$ cat src/rtl/kem_pkg.sv
// rtl/kem_pkg.sv - command encodings, FSM states and default widths for the KEM load controller
package kem_pkg;

    typedef enum logic [1:0] {
        CMD_IDLE  = 2'd0,
        CMD_LOAD  = 2'd1,
        CMD_START = 2'd2,
        CMD_ABORT = 2'd3
    } kem_cmd_e;

    typedef enum logic [1:0] {
        ST_IDLE = 2'd0,
        ST_LOAD = 2'd1,
        ST_RUN  = 2'd2,
        ST_DONE = 2'd3
    } kem_state_e;

    localparam int DEF_NCH       = 2;
    localparam int DEF_P_WIDTH   = 16;
    localparam int DEF_Q_DEPTH   = 11;
    localparam int DEF_OUT_WORDS = 8;
    localparam int DEF_OUT_W     = 32;
    localparam int WD_W          = 24;

    // Index width that stays legal (>= 1 bit) for single-entry selections.
    function automatic int idx_w(input int n);
        return (n > 1) ? $clog2(n) : 1;
    endfunction

endpackage

$ cat src/rtl/kem_addr_cnt.sv
// rtl/kem_addr_cnt.sv - per-channel write address counter that saturates at the top word and flags overflow
module kem_addr_cnt #(
    parameter int W = 11
) (
    input  logic         clk,
    input  logic         resetn,
    input  logic         clr,
    input  logic         inc,
    output logic [W-1:0] cnt,
    output logic         ovf
);

    // The top address is written once; the flag then blocks further increments.
    always_ff @(posedge clk) begin
        if (!resetn) begin
            cnt <= '0;
            ovf <= 1'b0;
        end else if (clr) begin
            cnt <= '0;
            ovf <= 1'b0;
        end else if (inc && !ovf) begin
            if (cnt == {W{1'b1}}) begin
                ovf <= 1'b1;
            end else begin
                cnt <= cnt + 1'b1;
            end
        end
    end

endmodule

$ cat src/rtl/kem_load_ctrl.sv
// rtl/kem_load_ctrl.sv - loads coefficients into per-channel memories and sequences the KEM core; watchdog under KEM_LOAD_CTRL_TIMEOUT_EN
module kem_load_ctrl
    import kem_pkg::*;
#(
    parameter int NCH       = DEF_NCH,
    parameter int P_WIDTH   = DEF_P_WIDTH,
    parameter int Q_DEPTH   = DEF_Q_DEPTH,
    parameter int OUT_WORDS = DEF_OUT_WORDS,
    parameter int OUT_W     = DEF_OUT_W
) (
    input  logic                           Clk,
    input  logic                           Reset_n,
    input  logic [1:0]                     Cmd,
    input  logic                           in_valid,
    output logic                           in_ready,
    input  logic [idx_w(NCH)-1:0]          in_ch,
    input  logic [P_WIDTH-1:0]             in_data,
    output logic [NCH-1:0]                 mem_wr_en,
    output logic [NCH*Q_DEPTH-1:0]         mem_wr_addr,
    output logic [P_WIDTH-1:0]             mem_wr_di,
    output logic                           core_start,
    output logic                           core_abort,
    input  logic                           core_done,
    input  logic [OUT_WORDS*OUT_W-1:0]     core_res,
    input  logic [idx_w(OUT_WORDS)-1:0]    out_addr,
    output logic [OUT_W-1:0]               out_data,
    output logic                           Valid,
    output logic                           Busy,
    output logic [NCH-1:0]                 Ovf
`ifdef KEM_LOAD_CTRL_TIMEOUT_EN
    ,
    output logic                           Tmo
`endif
);

    kem_state_e         state;
    logic               xfer;
    logic               cnt_clr;
    logic               abort_req;
    logic               tmo_hit;
    logic [NCH-1:0]     ch_sel;
    logic [NCH-1:0]     wr_hit;
    logic [Q_DEPTH-1:0] cnt [NCH];
    logic [OUT_W-1:0]   res_q [OUT_WORDS];

    assign xfer      = in_valid && in_ready;
    assign cnt_clr   = ((state == ST_IDLE) || (state == ST_DONE)) && (Cmd == CMD_LOAD);
    assign abort_req = ((Cmd == CMD_ABORT) && (state != ST_IDLE)) || tmo_hit;

    // Out-of-range channels match no lane and are dropped without a strobe.
    for (genvar g = 0; g < NCH; g++) begin : g_ch
        assign ch_sel[g] = xfer && (int'(in_ch) == g);
        assign wr_hit[g] = ch_sel[g] && !Ovf[g];

        kem_addr_cnt #(.W(Q_DEPTH)) u_cnt (
            .clk    (Clk),
            .resetn (Reset_n),
            .clr    (cnt_clr),
            .inc    (ch_sel[g]),
            .cnt    (cnt[g]),
            .ovf    (Ovf[g])
        );
    end

`ifdef KEM_LOAD_CTRL_TIMEOUT_EN
    localparam logic [WD_W-1:0] WD_LAST = {WD_W{1'b1}} - 1'b1;
    logic [WD_W-1:0] wd_cnt;

    // Fires on the (2**24-1)th consecutive RUN cycle that has no core_done.
    assign tmo_hit = (state == ST_RUN) && !core_done && (wd_cnt == WD_LAST);

    always_ff @(posedge Clk) begin
        if (!Reset_n) begin
            wd_cnt <= '0;
            Tmo    <= 1'b0;
        end else begin
            wd_cnt <= (state == ST_RUN) ? wd_cnt + 1'b1 : '0;
            if (cnt_clr) begin
                Tmo <= 1'b0;
            end else if (tmo_hit) begin
                Tmo <= 1'b1;
            end
        end
    end
`else
    assign tmo_hit = 1'b0;
`endif

    always_ff @(posedge Clk) begin
        if (!Reset_n) begin
            state       <= ST_IDLE;
            in_ready    <= 1'b0;
            Busy        <= 1'b0;
            Valid       <= 1'b0;
            core_start  <= 1'b0;
            core_abort  <= 1'b0;
            mem_wr_en   <= '0;
            mem_wr_addr <= '0;
            mem_wr_di   <= '0;
            out_data    <= '0;
            for (int w = 0; w < OUT_WORDS; w++) begin
                res_q[w] <= '0;
            end
        end else begin
            core_start <= 1'b0;
            core_abort <= 1'b0;
            mem_wr_en  <= wr_hit;
            if (|wr_hit) begin
                mem_wr_di <= in_data;
            end
            for (int c = 0; c < NCH; c++) begin
                if (wr_hit[c]) begin
                    mem_wr_addr[c*Q_DEPTH +: Q_DEPTH] <= cnt[c];
                end
            end
            out_data <= (int'(out_addr) < OUT_WORDS) ? res_q[out_addr] : '0;

            if (abort_req) begin
                state      <= ST_IDLE;
                core_abort <= 1'b1;
                Valid      <= 1'b0;
                Busy       <= 1'b0;
                in_ready   <= 1'b0;
            end else begin
                case (state)
                    ST_IDLE, ST_DONE: begin
                        if (Cmd == CMD_LOAD) begin
                            state    <= ST_LOAD;
                            Valid    <= 1'b0;
                            in_ready <= 1'b1;
                        end
                    end
                    ST_LOAD: begin
                        if (Cmd == CMD_START) begin
                            state      <= ST_RUN;
                            core_start <= 1'b1;
                            in_ready   <= 1'b0;
                            Busy       <= 1'b1;
                        end
                    end
                    ST_RUN: begin
                        if (core_done) begin
                            state <= ST_DONE;
                            Busy  <= 1'b0;
                            Valid <= 1'b1;
                            for (int w = 0; w < OUT_WORDS; w++) begin
                                res_q[w] <= core_res[w*OUT_W +: OUT_W];
                            end
                        end
                    end
                    default: state <= ST_IDLE;
                endcase
            end
        end
    end

endmodule

$ cat config.mk
export PLATFORM = sky130hd
export DESIGN_NAME = kem_load_ctrl
export DESIGN_NICKNAME = d
export VERILOG_FILES = /design/src/rtl/kem_pkg.sv /design/src/rtl/kem_addr_cnt.sv /design/src/rtl/kem_load_ctrl.sv
export SDC_FILE = /design/constraint.sdc
export NUM_CORES = 1
export LEC_CHECK = 0
export CAP_MARGIN = 20
export CORE_ASPECT_RATIO = 1.75
export CORE_MARGIN = 4
export CORE_UTILIZATION = 40
export CTS_CLUSTER_DIAMETER = 50
export DETAILED_ROUTE_END_ITERATION = 10
export PLACE_DENSITY = 0.67
export SETUP_SLACK_MARGIN = 0.5
export SYNTH_ARGS = -nofsm -noshare
export SYNTH_HDL_FRONTEND = slang
export SYNTH_HIERARCHICAL = 1
export SYNTH_SLANG_ARGS = --single-unit
$ cat constraint.sdc
create_clock -name Clk -period 41.4 [get_ports Clk]
set_input_delay 6.21 -clock Clk [delete_from_list [all_inputs] [get_ports Clk]]
set_output_delay 6.21 -clock Clk [all_outputs]
set_load 0.05 [all_outputs]
### After elaboration in Yosys (flattened, before gate mapping)

Memory sizes are Yosys's and may differ from the RTL's. A register that Yosys moved wholly into a read port is not among the register bits.
Index checks and enable logic that the tools add are counted.

| storage, ports and cells | value |
|---|---|
| output and inout port bits | 79 |
| input port bits | 282 |
| register bits after elaboration | 71 |
| bits in writable memories | 256 |
| memories kept | 1 |

| cells by class | value |
|---|---|
| add/sub/neg operators | 2 |
| equal/unequal tests | 11 |
| reduce and logical (&&, ||, !) cells | 29 |
| mux-type cells | 29 |
| bitwise logic cells | 13 |

Memory list:

| memory | words | bits a word | read ports | clocked after Yosys merged registers in | write ports | RTL line | RTL |
|---|---|---|---|---|---|---|---|
| res_q | 8 | 32 | 1 | 1 | 8 | kem_load_ctrl.sv:44 | `logic [OUT_W-1:0] res_q [OUT_WORDS];` |

Operators by type and width:

| cell | count |
|---|---|
| $mux 32 | 8 |
| $add 11x1->11 const B | 2 |
| $eq 11x11->1 const B | 2 |
| $mux 1 | 14 |
| $reduce_and 3->1 | 4 |
| $eq 2x2->1 const B | 4 |
| $or 1x1->1 | 8 |
| $reduce_and 2->1 | 4 |
| $reduce_bool 2->1 | 4 |
| $reduce_or 2->1 | 4 |
| $logic_and 1x1->1 | 7 |
| $mux 2 | 3 |
| $ne 2x2->1 const B | 3 |
| $pmux 1 s2 | 3 |
| $pmux 2 s3 | 1 |
| $not 1->1 | 5 |
| $eq 2x1->1 const B | 2 |
| $logic_not 1->1 | 3 |
| $reduce_or 3->1 | 1 |
| $logic_not 2->1 | 1 |
| $logic_or 1x1->1 | 1 |

### Depth between registers and ports, before layout

Gate-level depths: netlist of run 1.

| logic depth | value |
|---|---|
| word-level depth | 6 |
| mapped depth | 8 |
| mapped depth without buffers | 6 |

### Cells and area by module

The synthesis of run 1 kept the hierarchy.

By module, submodules not included:

| module | area each (um^2) | seq. area each (um^2) | instances | cells each |
|---|---|---|---|---|
| kem_load_ctrl | 13907.1 | 9268.9 | 1 | 922 |
| kem_addr_cnt | 595.6 | 240.2 | 2 | 67 |

### Worst setup path before layout of run 1

OpenSTA, ideal clock, no wires.

| timing | value |
|---|---|
| path type | in2reg |
| start | input Cmd[1] |
| end | memory res_q[0][0] (netlist name) (enable) |
| stages on the path | 2 |
| slack | 15941 ps |
| arrival | 24233 ps |
| cells stage by stage | and3b_1 o21ai_0 |

RTL lines:

| item | RTL line | RTL |
|---|---|---|
| start: declaration | kem_load_ctrl.sv:13 | `input logic [1:0] Cmd,` |
| end: declaration | kem_load_ctrl.sv:44 |  |

==> flow_summary.toml, run 1 <==
[global_routing]
antenna_found_initial = 9
grt_pass1_vias = 10378
grt_pass1_wl_um = 61900
grt_use_met3_pct = 5.83
grt_use_total_pct = 20.0
grt_max_degree = 103
gr-total-overflow = 0
met1_usage_pct = 19.9
use_met2_pct = 38.3
top_usage_layer = "met2"

[yosys]
synth.area.mux_share_pct = 10.2
synth_fa_ha_area_share_pct = 0.497
synthesis.nets = 1344
seq_area_frac_synth_pct = 64.6
synthCells = 1056
yosys.area.top_type = "edfxtp_1"
yosys.area_share.simple_pct = 16.2
avgSynthCellArea_um2 = 14.3
synth_warnings = 6
yosysTopAreaCellShare_pct = 50.9
synth_xor_area_share_pct = 0.116
netlist_top_cells_area = "edfxtp_1 51%, dfxtp_1 14%, and2_1 11%"
synth.ff_latch_count = 359
synth-edff-count = 256
synth_top_family_by_area = "simple AND/OR/NAND/NOR gates"
ys_types = 48
synthArstFlopShare_pct = 0
synth_compound_area_share_pct = 5.76
syn-cell-area_um2 = 15100
yosys_most_used_dff = "edfxtp_1"

[timing]
fin_crit_sh_pct = 22.4
slew_headroom_pct = 29.1
finalSetupViolCount = 0
rsz0062_at_grt = "false"
fmax_mhz = 108
slew_viol_final = 0
hold_viol = 0
fin_skew_ns = 0.0240
setup_tns_ns = 0
worst_pin_slew_ns = 1.06
fin_crit_ns = 9.28

[setup_path]
reg2regPathDepth = 9
critPathArrivalTime_ns = 9.44
cp-start-kind = "primary input"
rr_startpoint = "state[0]"
rr_endpoint = "res_q[3][4]"
worstPathRequired_ns = 41.57
startpoint = "Cmd[1]"
path_max_fanout = 83
critPathCaptureType = "flip-flop"
path_class = "primary input to flip-flop"
cp-endpoint = "res_q[3][4]"
worst-r2r-setup-slack_ns = 37.73

[clock_tree]
clk_latency_ns = 0.52
cts_tree = "done"
post_cts_buffers = 0
cts_made_buffers = 37
clk_pin_slew_ns = 0.06
cts_htree_levels = 2
clk_path_buf_depth = 3
cts_sinks = 359
postCtsHoldBufs = 0
cts_root_buffer = "clkbuf_16"
cts_resized = 0

[power]
pwr-share-clk_pct = 35.9
p_leak_nw = 7.31
seqPwrFrac_pct = 48.0
internal-power_mw = 0.677
switching_share_pct = 25.1
switchingPower_mw = 0.227
power_density_nw_per_um2 = 44.6
ir_drop_v = 0.0000332
combPwrFrac_pct = 16.1

[routing]
routed_wl_um = 42200
vias = 9776
vias_per_cell = 5.11
antenna_left = 0
drc_errors = 0
wire_per_inst_um = 22.1
dr.pass1.iters = 4
drtIter0Drc = 475

[run_status]
status = "finished, final reports clean"

[finish]
final_cells = 1912
seqCellArea_um2 = 9750
final_common_cell = "clkdlybuf4s50_1"
layout-drive-gt1-share_pct = 8.96
layout_common_cells = "357 x clkdlybuf4s50_1, 261 x and2_1, 256 x edfxtp_1, 103 x dfxtp_1, 54 x nand2_1"
area_growth_pct = 34.3
num-fill-cells = 3105
layout.nets = 1689
final_area_um2 = 20300
multiInputGateArea_um2 = 4980

[floorplanning]
num_rows = 93
core_um2 = 37000
start_util_pct = 40.8
die-area_um2 = 41000
dieWidth_um = 155
die_height_um = 265
io_pins = 361

[placed_design]
io_buffers = 360
dpl_cell_area_um2 = 19000
dp.cells = 1835
dp_hpwl_um = 30500
place_congestion = 0.852

[min_path]
min-delay-path-class = "flip-flop to flip-flop"

[job]
cap_violations = 0
==> cell type report <==
type	instances	area share [%]
repair buffers	373	18.4
clock buffers	55	5.33
clock inverters	12	0.463
well taps	475	2.93
diodes	8	0.0987
flip-flops and latches	359	48.1
multi-input cells	623	24.6
inverters	7	0.130
==> per-layer routing <==
metal | vias to the layer above | part of all wire [%] | routed length (um)
met5 | - | 0.052 | 22
met4 | 4 | 3.6 | 1540
met3 | 72 | 7.5 | 3160
met2 | 348 | 56 | 23600
met1 | 4766 | 33 | 13800
li1 | 4586 | - | -
==> synth_stat cells (2+ instances only) <==
cell type	n
nand3_1	25
clkbuf_2	18
and3_1	5
clkbuf_1	25
a31oi_1	6
and4_1	5
nand4_1	8
o21ai_1	10
mux4_2	45
nor2b_1	4
buf_4	3
and2b_2	2
o41ai_4	2
nand3b_1	3
nand2_1	54
nor2_1	13
and4b_1	3
buf_6	9
and3b_1	2
edfxtp_1	256
buf_2	10
mux4_1	19
a21oi_2	6
o21ai_0	21
a21oi_1	50
or3_1	11
dfxtp_1	103
buf_1	2
nand2b_1	7
and2_1	261
a211oi_1	2
ha_1	6
mux2i_1	2
inv_1	6
a22o_1	32
nor3_1	7
xor2_1	2
==> cell families after synthesis <==
group | after synthesis
and+or+nand+nor | 416
DFF | 359
AOI/OAI and AO/OA | 132
buffers and inverters | 74
muxes | 67
adders and majority gates | 6
xor gates and xnor gates | 2
==> stage by stage <==
step | hold WS (ns) | setup slack (ns) | util (%) | total power, mW
after floorplan | 0.457 | 15.94 | - | 0.544
after global placement | 0.442 | 31.10 | 51.4 | 0.585
after detailed placement | 0.446 | 30.90 | 51.4 | 0.588
after CTS | 0.457 | 31.46 | 54.6 | 0.915
after global routing | 0.475 | 31.90 | 54.8 | 0.941
final | 0.454 | 32.12 | 54.8 | 0.904
==> power by group through the flow <==
stage               sequential, mW  combinational [mW]  clock, mW
detailed placement           0.443               0.146          0
floorplan                    0.483              0.0612          0
finish                       0.434               0.145      0.325
global route                 0.437               0.156      0.349
CTS                          0.435               0.146      0.334
global placement             0.441               0.144          0
==> worst min path at each step <==
stage	from	to	slack (ns)	cells after the start
finish	mem_wr_addr[4]	mem_wr_addr[4]	0.45	2
global route	mem_wr_addr[6]	mem_wr_addr[6]	0.47	2
CTS	mem_wr_addr[4]	mem_wr_addr[4]	0.46	2
detailed placement	mem_wr_addr[19]	mem_wr_addr[19]	0.45	2
global placement	mem_wr_addr[2]	mem_wr_addr[2]	0.44	2
floorplan	g_ch[1].u_cnt/cnt[1]	mem_wr_addr[12]	0.46	2
==> critical path, cell delays in order <==
cell and delay [ns]:
clkdlybuf4s50_1 0.51, and3b_1 0.31, o21ai_4 0.15, buf_4 0.22, buf_16 0.34, buf_4 0.82, buf_4 0.43, buf_16 0.35
==> state kept, by name (all words and copies together) (netlist names) <==
register / flops
mem_wr_di: 16
mem_wr_en: 2
mem_wr_addr: 22
out_data: 32
Busy: 1
state: 2
res_q: 256
g_ch.u_cnt/cnt: 22
in_ready: 1
g_ch.u_cnt/ovf: 2
core_start: 1
Valid: 1
core_abort: 1
(Power assumes the default switching activity.)
==> run 2, diff against run 1 <==
--- a/config.mk
+++ b/config.mk
@@ -11,7 +11,7 @@
 export CORE_UTILIZATION = 40
 export CTS_CLUSTER_DIAMETER = 50
 export DETAILED_ROUTE_END_ITERATION = 10
-export PLACE_DENSITY = 0.67
+export PLACE_DENSITY = 0.69
 export SETUP_SLACK_MARGIN = 0.5
 export SYNTH_ARGS = -nofsm -noshare
 export SYNTH_HDL_FRONTEND = slang
==> constraint.sdc (replaced) <==
create_clock -name Clk -period 7.8 [get_ports Clk]
set_input_delay 1.17 -clock Clk [delete_from_list [all_inputs] [get_ports Clk]]
set_output_delay 1.17 -clock Clk [all_outputs]
set_load 0.05 [all_outputs]
==> run 2 against run 1 <==
Effect of this change: combinational power rose to 5.3 times the previous value; via count up 0.44%; cell area down 0.22%; clock power rose to 5.4 times the previous value; routed wire length up 0.39%; utilization down 0.12 points; setup slack worse by 28 ns; largest power group unchanged; highest routed layer unchanged.
==> flow_summary.toml, run 2 (same netlist as run 1, synthesis figures left out) <==
[run_status]
status = "finished, final reports clean"

[timing]
setup_tns_ns = 0
hold_viol = 0
fmax_mhz = 258
finalSetupViolCount = 0
slew_headroom_pct = 30.1
fin_crit_sh_pct = 49.7
slew_viol_final = 0
fin_skew_ns = 0.0245
fin_crit_ns = 3.88
worst_pin_slew_ns = 1.05
rsz0062_at_grt = "false"

[clock_tree]
clk_path_buf_depth = 3
cts_resized = 0
postCtsHoldBufs = 0
post_cts_buffers = 0
cts_htree_levels = 2
clk_latency_ns = 0.53
cts_root_buffer = "clkbuf_16"
cts_made_buffers = 35
cts_tree = "done"
clk_pin_slew_ns = 0.06
cts_sinks = 359

[finish]
layout_common_cells = "357 x clkdlybuf4s50_1, 261 x and2_1, 256 x edfxtp_1, 103 x dfxtp_1, 54 x nand2_1"
layout-drive-gt1-share_pct = 9.08
layout.nets = 1682
regMostFlops = "res_q"
area_growth_pct = 34.0
reg_top3 = "res_q (256), out_data (32)"
final_common_cell = "clkdlybuf4s50_1"
largest_reg_flops = 256

[setup_path]
cp-start-kind = "primary input"
path_max_fanout = 109
path_class = "primary input to flip-flop"
worstPathRequired_ns = 8.18
critPathArrivalTime_ns = 4.26
critPathCaptureType = "flip-flop"

[routing]
vias = 9819
wire_per_inst_um = 22.2
antenna_left = 0
drc_errors = 0
routed_wl_um = 42300
drtIter0Drc = 443
dr.pass1.iters = 5
vias_per_cell = 5.16

[placed_design]
io_buffers = 360
dp_hpwl_um = 30600
place_congestion = 0.864

[floorplanning]
start_util_pct = 40.8
io_pins = 361
dieWidth_um = 155
core_um2 = 37000
die-area_um2 = 41000
die_height_um = 265
num_rows = 93

[power]
ir_drop_v = 0.000260
p_leak_nw = 7.27
power_mw = 4.83
power_density_nw_per_um2 = 239

[global_routing]
antenna_found_initial = 9
grt_pass1_vias = 10293
grt_use_total_pct = 20.1
grt_pass1_wl_um = 62000
grt_max_degree = 174
gr-total-overflow = 0

[min_path]
min-delay-path-class = "flip-flop to flip-flop"

[job]
cap_violations = 0
## run 2: layer usage
metal  wire, um  up-vias  GRT usage, %
met5         13        -             0
met4       1250        2          6.88
met3       2930       61          5.16
met2      24300      345          39.4
met1      13800     4836          20.0
li1           -     4575             -
## run 2: where the power goes
group / switching, mW / total, mW / internal (mW)
Clock: 0.739 / 1.76 / 1.02
Combinational: 0.426 / 0.766 / 0.341
Sequential: 0.0572 / 2.31 / 2.25
## run 2: worst max-delay path, cell delays in order
cell and delay [ns]:
buf_2 0.08, buf_4 0.52, inv_2 0.51, nor3_4 0.29, buf_4 0.53, buf_4 0.82, and2_1 0.24
## run 2: path summary, 6_finish.rpt
check,startpoint,endpoint,cells past startpoint,slack [ns]
setup reg to reg,state[1],res_q[4][31],6,4.69
setup / recovery,Reset_n,res_q[2][19],7,3.92
hold / removal,mem_wr_addr[5],mem_wr_addr[5],2,0.46
hold reg to reg,mem_wr_addr[5],mem_wr_addr[5],2,0.46
## run 2: stage by stage
| step | hold WS, ns | util [%] | area, um2 | instances | worst slack (ns) |
|---|---|---|---|---|---|
| global route | 0.482 | 54.7 | 20200 | 1903 | 3.56 |
| floorplan | 0.457 | - | 15100 | 1056 | 1.80 |
| global placement | 0.444 | 51.4 | 19000 | 1831 | 3.44 |
| finish | 0.459 | 54.7 | 20200 | 1903 | 3.92 |
| CTS | 0.460 | 54.6 | 20200 | 1895 | 3.90 |
| detailed placement | 0.448 | 51.4 | 19000 | 1832 | 3.36 |
## run 2: cell type report
class	instances	area, um2
multi-input combinational	623	4980
sequential	359	9750
fill	3053	16800
tap	475	594
clock inverter	20	234
timing repair buffer	368	3670
inverter	7	26.3
antenna	8	20.0
clock buffer	43	957
